### config.mk
export PLATFORM = sky130hd
export DESIGN_NAME = boolean_exp_unit
export DESIGN_NICKNAME = d
export VERILOG_FILES = /design/src/rtl/boolean_exp_unit.sv
export SDC_FILE = /design/constraint.sdc
export NUM_CORES = 1
export LEC_CHECK = 0
export BUFFER_PORTS_ARGS = -buffer_cell sky130_fd_sc_hd__buf_2
export CORE_AREA = 2 2 39 41
export DETAILED_ROUTE_END_ITERATION = 8
export DIE_AREA = 0 0 41 43
export PLACE_DENSITY_LB_ADDON = 0.2
export SYNTH_ARGS = -nofsm -noshare
export SYNTH_HDL_FRONTEND = slang
export SYNTH_SLANG_ARGS = --single-unit
### constraint.sdc
create_clock -name clk -period 3.15 [get_ports clk]
set_input_delay 0.4725 -clock clk [delete_from_list [all_inputs] [get_ports clk]]
set_output_delay 0.4725 -clock clk [all_outputs]
set_load 0.02 [all_outputs]
### src/rtl/boolean_exp_unit.sv
// Registered five-function Boolean evaluator over A,B,C,D.
// One-cycle latency, one sample per clock, outputs hold while idle.
module boolean_exp_unit (
  input  logic clk,
  input  logic rst,
  input  logic in_valid,
  input  logic A,
  input  logic B,
  input  logic C,
  input  logic D,
  output logic Y1,
  output logic Y2,
  output logic Y3,
  output logic Y4,
  output logic Y5,
  output logic out_valid
);

  typedef struct packed {
    logic f1;
    logic f2;
    logic f3;
    logic f4;
    logic f5;
  } fn_t;

  fn_t fn;
  fn_t res;
  logic [2:0] ones;

  always_comb begin
    ones = {2'b00, A} + {2'b00, B}
         + {2'b00, C} + {2'b00, D};
    fn.f1 = (A & B) | (C & ~D);
    fn.f2 = (A | ~B) & (C | D);
    fn.f3 = A ^ B ^ C ^ D;
    fn.f4 = ~(B ^ D);
    fn.f5 = (ones >= 3'd3);
  end

  // Inputs are only looked at when in_valid, so X/Z while idle is harmless.
  always_ff @(posedge clk) begin
    if (rst) begin
      res       <= '0;
      out_valid <= 1'b0;
    end else if (in_valid) begin
      res       <= fn;
      out_valid <= 1'b1;
    end else begin
      out_valid <= 1'b0;
    end
  end

  assign Y1 = res.f1;
  assign Y2 = res.f2;
  assign Y3 = res.f3;
  assign Y4 = res.f4;
  assign Y5 = res.f5;

endmodule

# Word level (Yosys, flattened, before mapping)
# Cells that the tools add are included.
# classes
n_addsub	3
mul	0
div	0
magnitude_cmp	1
n_eq_ne	0
shift	0
n_mux	1
bitwise_logic	13
n_reduce_logical	0
# op_table
operator	count
bitwise XOR 1 bit	4
adder 2 x 1 -> 3 bit	1
adder 3 x 1 -> 3 bit	1
bitwise AND 1 bit	3
>= comparator 3 x 2 -> 1 bit (second input constant)	1
inverter 1 bit	3
bitwise OR 1 bit	3
adder 1 x 1 -> 2 bit	1
2-to-1 mux 1 bit	1
# totals
register_bits	6
latch_bits	0
ram_bits	0
mem_bits_ro	0
input_bits	7
output_inout_bits	6
elab_cells	24
n_memories	0

# Logic depth before layout (Yosys ltp)
# Gate-level depths: netlist of run 1.
# logic_depth
word_depth	4
ltp_mapped	7
ltp_nobuf	7

# Least setup slack after synthesis of run 1
# No wires, ideal clock.
# synth_path
kind	input port to flip-flop
start	input port A
end	register res (netlist bit Y5)
setup_ps	86
t_arrival_ps	1749
required_time_ps	3064
slack_ps	1316
path_stages	7
path_buffers	0
path_cell_list	inv_1 > fa_1 > inv_1 > ha_1 > ha_1 > a21oi_1 > a211oi_1
# synth_between
elab_chain_len	4
# synth_rtl
item	line	text
start, declared	7	input logic A,
adder 1 x 1 -> 2 bit	32	ones = {2'b00, A} + {2'b00, B}
adder 2 x 1 -> 3 bit	33	+ {2'b00, C} + {2'b00, D};
adder 3 x 1 -> 3 bit	33	
>= comparator 3 x 2 -> 1 bit	38	fn.f5 = (ones >= 3'd3);
end signal, assigned	47	res <= fn;
end, declared	28	fn_t res;
# No other way between the ends.
# A chain may end at the register's enable or synchronous reset.

# Worst setup path in the final report of run 1
# Same ends and word-level chain as after synthesis.

==> results.toml, run 1 <==
[global_route]
grt_util_met2_pct = 9.69
antenna_found_initial = 0
grt_pass1_wl_um = 931
grtUsageMet3_pct = 0
grt-busiest-layer = "met1"
use_met1_pct = 11.3
grt_pass1_vias = 238
grt_overflow_total = 0
grt_usage_pct = 7.54
grt_max_degree = 11

[place]
dpl.hpwl_um = 464
routabilityCongestion = 0.655
io_buffers = 12

[pwr]
total_leakage_power_uw = 0.000218
powerDensity_nw_per_um2 = 464
max-vdd-ir-drop_mv = 0.110

[timing]
whs_ps = 471
relSlewSlack_pct = 88.1
final_max_slew_viol_count = 0
finClkSkew_ps = 0
min_period_over_period_pct = 55.6
fin_crit_ps = 1750
hold_violations = 0
setup_viol = 0
grt_setup_unrepaired = "no"
tightest_slew_ps = 178
tns_ps = 0
fmax_ghz = 0.571

[clocking]
clk_pin_slew_worst_paths_ps = 40
root_buffer = "clkbuf_4"
numCtsBuffers = 3
htree_num_levels = 1
cts_setup_buffers = 0
cts_resized = 0
cts_tree = "built"
cts-hold-fix-buffers = 0
numClockSinks = 6
clkLatencyLatePin_ps = 230
clock_tree.buffer_depth = 2

[job]
cap_violations = 0

[detailed_routing]
num_vias = 264
drtIter0Drc = 2
drtAntennaViolNets = 0
viasPerCell = 4.06
wl_um = 569
wl_per_cell_um = 8.75
drc = 0
firstDrtPassIters = 4

[logic_synthesis]
syn_inst = 35
ys_ff_latch = 6
synth_compound_area_share_pct = 15.1
synth_area_per_cell_um2 = 9.47
yosys.area_share.adder_pct = 21.1
synth_top_area_share_pct = 36.2
synth-seq-area-share_pct = 36.2
yosys_warnings = 0
synth_top_family_by_area = "adder cells"
synthesis.area_um2 = 332
synth_top_cell_by_area = "dfxtp_1"
ys_types = 14
synth_nets = 47
synth-simple-area-share_pct = 8.30
synth_xor_xnor_area_share_pct = 7.92
synth.area.top_cells = "dfxtp_1 36%, ha_1 15%, xnor2_1 7.9%"
muxShareOfSynthArea_pct = 3.02

[critical_path]
cp_slowest_stage_delay_ps = 530
end_kind = "register"
worst_path_max_delay_cell = "fa_1"
crit_required_ps = 3300
crit_chain = "buf_2 -> inv_1 -> fa_1 -> inv_1 -> ha_1 -> ha_1 -> a21oi_1 -> a211oi_1"
crit_fanout = 2
start_kind = "primary input"
setup.worst_path.class = "primary input to register"
crit_arrival_ps = 1900

[die]
chipHeight_um = 43
die-width_um = 41
rows = 14
pin_count = 13
initial_core_util_pct = 24.0
coreArea_um2 = 1380
die-area_um2 = 1760

[layout]
final_nets = 63
num_antenna_cells = 0
drive_above_1_share_pct = 32.7
area_growth_pct = 29.4

[status]
outcome = "completed"

[min_path]
worstHoldPathType = "register to register"
==> critical path: cells and delay by family <==
family / cells / cell delay [ps]
adders and majority gates: 3 / 970
AOI/OAI and AO/OA: 2 / 260
buffers and inverters: 3 / 190
==> layout by cell type (no fill, tap or decap) <==
master    Yosys  final
nor2_1        4      4
buf_2         1     12
nor2b_1       1      1
fa_1          1      1
mux2i_1       1      1
xnor2_1       3      3
dfxtp_1       6      6
clkbuf_4      0      3
ha_1          4      4
inv_1         6      6
a211oi_1      2      2
o211ai_1      1      1
nand2b_1      1      1
a211oi_2      1      1
a21oi_1       3      3
==> metrics by stage <==
step | cells | instance area (um2) | worst slack, ps | util, % | total power (uW)
2_1_floorplan | 35 | 332 | 1320 | - | 118
3_3_place_gp | 62 | 407 | 1160 | 29.4 | 134
3_5_place_dp | 62 | 407 | 1160 | 29.4 | 134
4_1_cts | 65 | 429 | 1400 | 31.0 | 203
5_1_grt | 65 | 429 | 1330 | 31.0 | 218
6_report | 65 | 429 | 1400 | 31.0 | 199
==> cells by family (layout without fill, tap and decap cells) <==
| group | count (synthesis) | count (layout) |
|---|---|---|
| XOR/XNOR | 3 | 3 |
| buffers and inverters | 7 | 21 |
| adder cells (fa/ha/maj) | 5 | 5 |
| flip-flops | 6 | 6 |
| AO/OA/AOI/OAI | 7 | 7 |
| AND/OR/NAND/NOR | 6 | 6 |
| multiplexers | 1 | 1 |
==> registers in the layout, summed over array words and instances (netlist names) <==
signal and count:
Y1 1, Y2 1, Y3 1, Y4 1
Y5 1, out_valid 1
==> area by class of cell <==
type,count,area [um2]
fillers,148,955
multi-input cells,22,184
flip-flops and latches,6,120
repair buffers,12,60.1
clock buffers,3,22.5
inverters,6,22.5
well taps,16,20.0
==> path summary, 6_finish.rpt <==
path / from / to / slack [ps] / cells after the start
worst max-delay path: A / Y5 / 1400 / 8
worst min-delay path: Y2 / Y2 / 470 / 2
worst max register to register: Y1 / Y1 / 2520 / 2
worst min register to register: Y2 / Y2 / 470 / 2
==> Yosys cell counts (all sizes together) <==
library cell and instances:
o211ai 1, dfxtp 6, ha 4, xnor2 3, nand2b 1, nor2 4, a211oi 3, mux2i 1
a21oi 3, inv 6, fa 1, buf 1, nor2b 1
==> where the power goes <==
part / internal, uW / switching [uW] / leakage (uW)
combinational: 20.5 / 27.6 / 0.000154
clock: 42.8 / 23.7 / 0.0000138
sequential: 82.2 / 2.30 / 0.0000498
==> routing by layer <==
metal	wire length (um)	up-vias
li1	-	143
met1	275	111
met2	242	10
met3	50	0
met4	0	0
met5	0	-
Note: power is estimated with default switching activity, not from simulation.
==> inputs of run 2 (changes only) <==
==> constraint.sdc (replaced) <==
create_clock -name clk -period 1.8 [get_ports clk]
set_input_delay 0.27 -clock clk [delete_from_list [all_inputs] [get_ports clk]]
set_output_delay 0.27 -clock clk [all_outputs]
set_load 0.02 [all_outputs]
==> run 2 against run 1 <==
Sequential share of layout area is 1.4 points lower. Worst setup slack lost 1200 ps. Die area did not move. Count of clock-buffer cells in the layout unchanged. Global-route usage is 0.11 points higher. Cell area rose by 5.2%. Non-clock buffer count up 3. Critical path type unchanged.
==> results.toml, run 2 (synthesis gave the netlist of run 1 again) <==
[status]
outcome = "completed"

[clocking]
numCtsBuffers = 3
root_buffer = "clkbuf_4"
clk_pin_slew_worst_paths_ps = 40
cts_tree = "built"
clkLatencyLatePin_ps = 240
cts_setup_buffers = 0
cts-hold-fix-buffers = 0
cts_resized = 0
numClockSinks = 6
htree_num_levels = 1
clock_tree.buffer_depth = 2

[die]
die-area_um2 = 1760
coreArea_um2 = 1380
pin_count = 13
rows = 14
chipHeight_um = 43
initial_core_util_pct = 24.0
die-width_um = 41

[detailed_routing]
drtAntennaViolNets = 0
drtIter0Drc = 0
firstDrtPassIters = 1
wl_per_cell_um = 8.51
viasPerCell = 4.06
num_vias = 276
wl_um = 579
drc = 0

[pwr]
p_int_uw = 259
clkPwrFrac_pct = 34.0
powerDensity_nw_per_um2 = 792
seqPwrFrac_pct = 41.4
combPwrFrac_pct = 24.6
power.switching_uw = 99.2
p_sw_share_pct = 27.7
total_leakage_power_uw = 0.000232
max-vdd-ir-drop_mv = 0.188

[job]
cap_violations = 0

[place]
dp.cells = 65
post_dp_cell_area_um2 = 429
routabilityCongestion = 0.601
io_buffers = 12
dpl.hpwl_um = 487

[timing]
tns_ps = 0
whs_ps = 274
grt_setup_unrepaired = "no"
fin_crit_ps = 1550
relSlewSlack_pct = 88.3
setup_viol = 0
final_max_slew_viol_count = 0
fmax_ghz = 0.644
hold_violations = 0
min_period_over_period_pct = 86.2
finClkSkew_ps = 0
tightest_slew_ps = 175

[layout]
area_growth_pct = 36.2
stdcell_area_um2 = 452
final.fill_count = 163
num_antenna_cells = 0
finish.utilization_pct = 32.6
mostFrequentLayoutCell = "buf_2"
drive_above_1_share_pct = 36.5
final_cell_mix = "12 x buf_2, 6 x dfxtp_1, 6 x inv_1"
finalNonFillerCells = 68
final_nets = 66

[min_path]
worstHoldPathType = "primary input to register"
min_path_cells = 2
min_from = "rst"
holdPathEnd = "Y3"

[critical_path]
start_kind = "primary input"
cp_slowest_stage_delay_ps = 520
critical-path-top-delay-family = "adder cells"
crit_fanout = 2
crit_chain = "buf_2 -> inv_1 -> fa_1 -> inv_1 -> ha_1 -> ha_1 -> a21oi_1 -> a211oi_1"
reg2reg_to = "Y5"
timing.reg2reg.setup_slack_ps = 1160
timing.rr.start = "Y5"
crit_required_ps = 1920
end_kind = "register"
crit_arrival_ps = 1670
setup.worst_path.class = "primary input to register"
path_buf_inv = 3
worst_path_max_delay_cell = "fa_1"
ff2ff_path_depth = 2

[global_route]
grt_pass1_vias = 234
antenna_found_initial = 0
grt_pass1_wl_um = 897
grt_overflow_total = 0
grt_max_degree = 11
grt_usage_pct = 7.65
[run 2: changes by cell type in the layout (fill, tap and decap cells not counted)]
cell and delta:
buf_4 +3
[run 2: through the flow]
| stage | power, uW | setup WS [ps] |
|---|---|---|
| detailed placement | 239 | 7.52 |
| global placement | 240 | -2.78 |
| CTS | 366 | 246 |
| floorplan | 207 | 168 |
| finish | 358 | 248 |
| global route | 383 | 132 |
[run 2: worst max path at each step]
stage / endpoint / depth (start not counted) / start
2_1_floorplan: Y5 / 7 / A
3_3_place_gp: Y5 / 8 / A
6_report: Y5 / 8 / A
5_1_grt: Y5 / 8 / A
3_5_place_dp: Y5 / 8 / A
4_1_cts: Y5 / 8 / A
[run 2: routing by layer]
layer	track usage, %	wire length (um)	vias up	part of all wire, %
met1	10.7	262	116	45
met3	0	49	0	8.5
met5	0	0	-	0
met4	8.00	0	0	0
li1	-	-	148	-
met2	9.69	267	12	46
[run 2: power by group through the flow]
| stage | registers, uW | logic (uW) | clock network [uW] |
|---|---|---|---|
| final | 148 | 88.0 | 122 |
| after global routing | 149 | 101 | 133 |
| after CTS | 148 | 89.8 | 128 |
| after detailed placement | 151 | 88.8 | 0 |
| after global placement | 150 | 89.9 | 0 |
| after floorplan | 164 | 43.3 | 0 |
[run 2: area by class of cell]
class	instances	area, um2	share of cell area, %
Multi-Input combinational cell	22	184	40.7
Sequential cell	6	120	26.6
Timing Repair Buffer	15	82.6	18.3
Clock buffer	3	22.5	4.99
Inverter	6	22.5	4.99
Tap cell	16	20.0	4.43
